$ cat config.mk
export PLATFORM = sky130hd
export DESIGN_NAME = uart_host_bridge
export DESIGN_NICKNAME = d
export VERILOG_FILES = /design/src/rtl/uart_host_bridge.sv
export SDC_FILE = /design/constraint.sdc
export NUM_CORES = 1
export LEC_CHECK = 0
export CAP_MARGIN = 20
export CELL_PAD_IN_SITES_DETAIL_PLACEMENT = 0
export CELL_PAD_IN_SITES_GLOBAL_PLACEMENT = 1
export CORE_MARGIN = 2
export CORE_UTILIZATION = 32
export CTS_CLUSTER_SIZE = 24
export DETAILED_ROUTE_END_ITERATION = 10
export GPL_ROUTABILITY_DRIVEN = 0
export PLACE_DENSITY_LB_ADDON = 0.1
export SYNTH_ARGS = -nofsm -noshare
export SYNTH_HDL_FRONTEND = slang
export SYNTH_SLANG_ARGS = --single-unit
export TNS_END_PERCENT = 20
$ cat constraint.sdc
create_clock -name clk -period 4.24 [get_ports clk]
set_input_delay 0.848 -clock clk [delete_from_list [all_inputs] [get_ports clk]]
set_output_delay 0.848 -clock clk [all_outputs]
set_load 0.03 [all_outputs]
$ cat src/rtl/uart_host_bridge.sv
// Host-side initiator for the UART register interface.
// Programs config/baud, enables the core, then moves TX/RX bytes between valid/ready streams and the core FIFOs.
module uart_host_bridge #(
  parameter int TXFULL_BIT  = 1,
  parameter int RXEMPTY_BIT = 4,
  parameter int READ_LAT    = 1
) (
  input  logic        clk,
  input  logic        reset,
  input  logic        cfg_start,
  input  logic [15:0] cfg_value,
  input  logic [15:0] baud_value,
  input  logic [7:0]  s_tx_data,
  input  logic        s_tx_valid,
  output logic        s_tx_ready,
  output logic [15:0] m_rx_data,
  output logic        m_rx_valid,
  input  logic        m_rx_ready,
  input  logic [15:0] uart_status,
  input  logic [15:0] uart_data_read,
  output logic [15:0] uart_config,
  output logic [15:0] uart_baudgen,
  output logic [15:0] uart_data_write,
  output logic        uart_write,
  output logic        uart_read,
  output logic        uart_en,
  output logic        configured
);

  typedef enum logic [2:0] {
    ST_OFF    = 3'd0,
    ST_CFG    = 3'd1,
    ST_RUN    = 3'd2,
    ST_GAP    = 3'd3,
    ST_RDWAIT = 3'd4
  } state_t;

  localparam logic       RR_TX  = 1'b0;
  localparam logic       RR_RX  = 1'b1;
  localparam logic [1:0] LAT_TC = 2'(READ_LAT);

  state_t      state_r, state_s;
  logic        tx_ok_s, rx_ok_s, grant_tx_s, grant_rx_s;
  logic        rr_last_r, rr_last_s;
  logic [1:0]  lat_cnt_r, lat_cnt_s;
  logic [15:0] uart_config_r, uart_config_s;
  logic [15:0] uart_baudgen_r, uart_baudgen_s;
  logic [15:0] uart_data_write_r, uart_data_write_s;
  logic        uart_write_r, uart_write_s;
  logic        uart_read_r, uart_read_s;
  logic        uart_en_r, uart_en_s;
  logic        configured_r, configured_s;
  logic [15:0] m_rx_data_r, m_rx_data_s;
  logic        m_rx_valid_r, m_rx_valid_s;

  // State register
  always_ff @(posedge clk or negedge reset) begin
    if (!reset) begin
      state_r <= ST_OFF;
    end else begin
      state_r <= state_s;
    end
  end

  // Eligibility and round-robin arbitration; only meaningful in RUN without a reconfigure request
  always_comb begin
    tx_ok_s    = s_tx_valid & ~uart_status[TXFULL_BIT];
    rx_ok_s    = ~uart_status[RXEMPTY_BIT] & ~m_rx_valid_r;
    grant_tx_s = (state_r == ST_RUN) & ~cfg_start & tx_ok_s & (~rx_ok_s | (rr_last_r == RR_RX));
    grant_rx_s = (state_r == ST_RUN) & ~cfg_start & rx_ok_s & (~tx_ok_s | (rr_last_r == RR_TX));
  end

  // Next-state logic
  always_comb begin
    state_s = state_r;
    case (state_r)
      ST_OFF: begin
        if (cfg_start) begin
          state_s = ST_CFG;
        end else begin
          state_s = ST_OFF;
        end
      end
      ST_CFG: state_s = ST_RUN;
      ST_RUN: begin
        if (cfg_start) begin
          state_s = ST_CFG;
        end else if (grant_tx_s) begin
          state_s = ST_GAP;
        end else if (grant_rx_s) begin
          state_s = ST_RDWAIT;
        end else begin
          state_s = ST_RUN;
        end
      end
      ST_GAP: state_s = ST_RUN;
      ST_RDWAIT: begin
        if (lat_cnt_r == LAT_TC) begin
          state_s = ST_RUN;
        end else begin
          state_s = ST_RDWAIT;
        end
      end
      default: state_s = ST_OFF;
    endcase
  end

  // Next values of all registered outputs; the RX holding register is state-independent
  always_comb begin
    uart_config_s     = uart_config_r;
    uart_baudgen_s    = uart_baudgen_r;
    uart_data_write_s = uart_data_write_r;
    uart_write_s      = 1'b0;
    uart_read_s       = 1'b0;
    uart_en_s         = uart_en_r;
    rr_last_s         = rr_last_r;
    lat_cnt_s         = lat_cnt_r;
    m_rx_data_s       = m_rx_data_r;
    m_rx_valid_s      = m_rx_valid_r & ~m_rx_ready;
    case (state_r)
      ST_OFF: begin
        uart_en_s = 1'b0;
        if (cfg_start) begin
          uart_config_s  = cfg_value;
          uart_baudgen_s = baud_value;
        end else begin
          uart_config_s  = uart_config_r;
        end
      end
      ST_CFG: uart_en_s = 1'b1;
      ST_RUN: begin
        if (cfg_start) begin
          uart_en_s      = 1'b0;
          uart_config_s  = cfg_value;
          uart_baudgen_s = baud_value;
        end else if (grant_tx_s) begin
          uart_write_s      = 1'b1;
          uart_data_write_s = {8'h00, s_tx_data};
          rr_last_s         = RR_TX;
        end else if (grant_rx_s) begin
          uart_read_s = 1'b1;
          rr_last_s   = RR_RX;
          lat_cnt_s   = 2'd0;
        end else begin
          rr_last_s = rr_last_r;
        end
      end
      ST_GAP: uart_en_s = uart_en_r;
      ST_RDWAIT: begin
        if (lat_cnt_r == LAT_TC) begin
          m_rx_data_s  = uart_data_read;
          m_rx_valid_s = 1'b1;
        end else begin
          lat_cnt_s = lat_cnt_r + 2'd1;
        end
      end
      default: uart_en_s = 1'b0;
    endcase
    configured_s = (state_s == ST_RUN) | (state_s == ST_GAP) | (state_s == ST_RDWAIT);
  end

  // Output and datapath registers
  always_ff @(posedge clk or negedge reset) begin
    if (!reset) begin
      uart_config_r     <= 16'h0000;
      uart_baudgen_r    <= 16'h0000;
      uart_data_write_r <= 16'h0000;
      uart_write_r      <= 1'b0;
      uart_read_r       <= 1'b0;
      uart_en_r         <= 1'b0;
      configured_r      <= 1'b0;
      rr_last_r         <= RR_RX;
      lat_cnt_r         <= 2'd0;
      m_rx_data_r       <= 16'h0000;
      m_rx_valid_r      <= 1'b0;
    end else begin
      uart_config_r     <= uart_config_s;
      uart_baudgen_r    <= uart_baudgen_s;
      uart_data_write_r <= uart_data_write_s;
      uart_write_r      <= uart_write_s;
      uart_read_r       <= uart_read_s;
      uart_en_r         <= uart_en_s;
      configured_r      <= configured_s;
      rr_last_r         <= rr_last_s;
      lat_cnt_r         <= lat_cnt_s;
      m_rx_data_r       <= m_rx_data_s;
      m_rx_valid_r      <= m_rx_valid_s;
    end
  end

  assign s_tx_ready      = grant_tx_s;
  assign uart_config     = uart_config_r;
  assign uart_baudgen    = uart_baudgen_r;
  assign uart_data_write = uart_data_write_r;
  assign uart_write      = uart_write_r;
  assign uart_read       = uart_read_r;
  assign uart_en         = uart_en_r;
  assign configured      = configured_r;
  assign m_rx_data       = m_rx_data_r;
  assign m_rx_valid      = m_rx_valid_r;

endmodule

==> impl_metrics.json <==
{
  "cts_buffer_depth": 2,
  "yosysTopAreaCellShare_pct": 61.83,
  "cts.clk_slew.worst_paths_ps": 70,
  "via_per_inst": 4.407,
  "synthDistinctLibCells": 29,
  "drive_above_1_share_pct": 26.52,
  "finalSetupViolCount": 0,
  "arrival_ps": 2760,
  "core_um2": 8134,
  "io_pins": 147,
  "routed_wl_mm": 5.907,
  "grt-busiest-layer": "met2",
  "yosysMostFrequentCell": "dfrtp_1",
  "grt_util_met2_pct": 20.72,
  "crit_required_ps": 3390,
  "p_leak_nw": 1.779,
  "synth_area_um2": 2671,
  "synth_edf_count": 0,
  "port_buffers": 124,
  "pre_cts_slack_ps": 635.1,
  "rsz0062_at_grt": "no",
  "row_count": 33,
  "clock.fmax_mhz": 277.5,
  "worstSetupPathType": "in2out",
  "post-route-min-period_ps": 3603,
  "wl_per_cell_um": 14.13,
  "max_cap_violations": 0,
  "grt_start_max_net_pins": 44,
  "ys_warn_count": 0,
  "setup.worst_path.end_class": "output port",
  "htree_levels": 3,
  "synth.area.top_cells": "dfrtp_1, mux2_2, buf_4, buf_2, a2111oi_4",
  "cts.sinks": 67,
  "grt_pass1_wl_mm": 9.535,
  "cts_tree": "done",
  "gr-total-overflow": 0,
  "p_int_mw": 1.685,
  "start_util_pct": 32.84,
  "diodes": 0,
  "p_clk_share_pct": 17.5,
  "area_growth_pct": 56.91,
  "critPathLaunchType": "input pin",
  "postRouteAntennaNets": 0,
  "track_usage_pct": 14.02,
  "dp_hpwl_mm": 4.201,
  "synthCells": 176,
  "yosys-top-cells-count": "dfrtp_1, mux2_2, buf_4",
  "path_cells": "clkdlybuf4s50_1 -> or4b_4 -> nor3_4 -> clkdlybuf4s50_1",
  "cpPeakStageDelay_ps": 700,
  "cts_hold_buffers": 0,
  "placed_area_um2": 3999,
  "min_path_type": "in2async",
  "cts_resized": 0,
  "use_met1_pct": 17.50,
  "gr-usage-met3_pct": 8.221,
  "syn_avg_cell_area_um2": 15.18,
  "critPathMostFrequentCell": "clkdlybuf4s50_1",
  "p_seq_share_pct": 36.9,
  "first_pass_iters": 4,
  "crit_buf_inv": 2,
  "critical_path.max_fanout": 5,
  "instances_no_fill": 418,
  "swShare_pct": 36.91,
  "fp.dieH_um": 95.37,
  "status": "completed",
  "critPathSlowestCell": "clkdlybuf4s50_1",
  "cp_top_family": "buffers and inverters",
  "pwr_density_cell_nw_per_um2": 637.2,
  "antenna_found_initial": 0,
  "finClkSkew_ps": 5.718,
  "synthArstFlopShare_pct": 100.0,
  "nets": 386,
  "synth_seq_cells": 67,
  "grt_pass1_vias": 1896,
  "clk_root_buffer_cell": "clkbuf_8",
  "fin_ws_ps": 636.5,
  "vdd_ir_drop_max_v": 0.0003643,
  "clk-insertion-delay-late_ps": 330,
  "design_area_um2": 4192,
  "die-area_um2": 9094,
  "hold_viol": 0,
  "drc": 0,
  "post-synth-top-area-cell": "dfrtp_1",
  "cts_setup_buffers": 0,
  "die-width_um": 95.37,
  "power_mw": 2.671,
  "first_iter_violations": 26,
  "comb_power_share_pct": 45.6,
  "synth_ff_type": "dfrtp_1",
  "slew_violations": 0,
  "vias": 1842,
  "setup_tns_ps": 0,
  "placed_cells": 401,
  "netSwitchingPower_mw": 0.9857,
  "tightest_slew_ps": 854.5,
  "yosysSeqAreaShare_pct": 62.81,
  "cts_made_buffers": 9,
  "slew_headroom_pct": 43.03,
  "fin_crit_sh_pct": 84.99
}
power by group through the flow:
stage,clock network (mW),registers [mW],logic (mW)
finish,0.467,0.985,1.22
global placement,0,0.986,1.23
floorplan,0,1.39,0.294
detailed placement,0,0.996,1.23
global route,0.526,1.02,1.29
CTS,0.492,0.987,1.23
path summary, 6_finish.rpt:
check / startpoint / to / slack [ps] / cells past startpoint
max in group asynchronous: reset / uart_config[11]$_DFFE_PN0P_ / 3210 / 3
min: reset / uart_write$_DFF_PN0_ / 330 / 1
min reg2reg: m_rx_data[12]$_DFFE_PN0N_ / m_rx_data[12]$_DFFE_PN0N_ / 510 / 1
min in group clk: m_rx_data[12]$_DFFE_PN0N_ / m_rx_data[12]$_DFFE_PN0N_ / 510 / 1
max reg2reg: state_r[2]$_DFF_PN0_ / uart_data_write[3]$_DFFE_PN0P_ / 2290 / 4
max: cfg_start / s_tx_ready / 640 / 4
kinds of logic after synthesis:
| kind of cell | Yosys count | synth area share, % |
|---|---|---|
| flip-flops | 67 | 62.81 |
| multiplexers | 56 | 23.61 |
| AND/OR/NAND/NOR | 22 | 5.246 |
| buffers and inverters | 18 | 4.216 |
| AO/OA/AOI/OAI | 11 | 3.513 |
| adder cells (fa/ha/maj) | 1 | 0.4683 |
| other | 1 | 0.1404 |
through the flow:
step | util [%] | hold slack, ps
5_1_grt | 51.53 | 309.3
2_1_floorplan | - | 485.6
3_3_place_gp | 49.16 | 487.9
3_5_place_dp | 49.16 | 495.1
4_1_cts | 51.28 | 511.3
6_report | 51.53 | 330.4
metal layers:
layer,share of wire (%),wire length [um]
met5,0,0
met4,1.1,66
met3,11,624
met2,45,2676
met1,43,2539
registers in the layout (all words and copies together), names as in the netlist:
signal / flops
uart_write: 1
uart_read: 1
m_rx_valid: 1
uart_config: 16
state_r: 3
uart_data_write: 8
rr_last_r: 1
lat_cnt_r: 2
m_rx_data: 16
uart_en: 1
configured: 1
uart_baudgen: 16
layout make-up:
type	instances	area (um^2)
well taps	105	131.4
clock buffers	14	162.7
flip-flops and latches	67	1678
repair buffers	129	1286
inverters	3	11.26
fillers	735	3943
multi-input cells	98	912.1
clock inverters	2	10.01
cells in the final DEF, fill, tap and decap left out, types with 2 or more instances in the layout:
cell / Yosys / routed
buf_4: 8 / 4
clkbuf_1: 0 / 3
clkbuf_8: 0 / 11
clkdlybuf4s50_1: 0 / 123
clkinv_2: 0 / 2
conb_1: 1 / 8
dfrtp_1: 66 / 66
inv_1: 3 / 3
mux2_2: 56 / 56
nand2_1: 7 / 7
nand2b_1: 2 / 2
nor2b_1: 2 / 2
nor3_1: 2 / 2
o21ai_0: 4 / 4
or2_2: 2 / 2
worst reg2reg max path: cells and delay by family (launching register included):
kind	cells	cell delay, ps
buffers and inverters	1	210
AND/OR/NAND/NOR	2	810
flip-flops	1	470
multiplexers	1	340
Note: power is estimated with default switching activity, not from simulation.
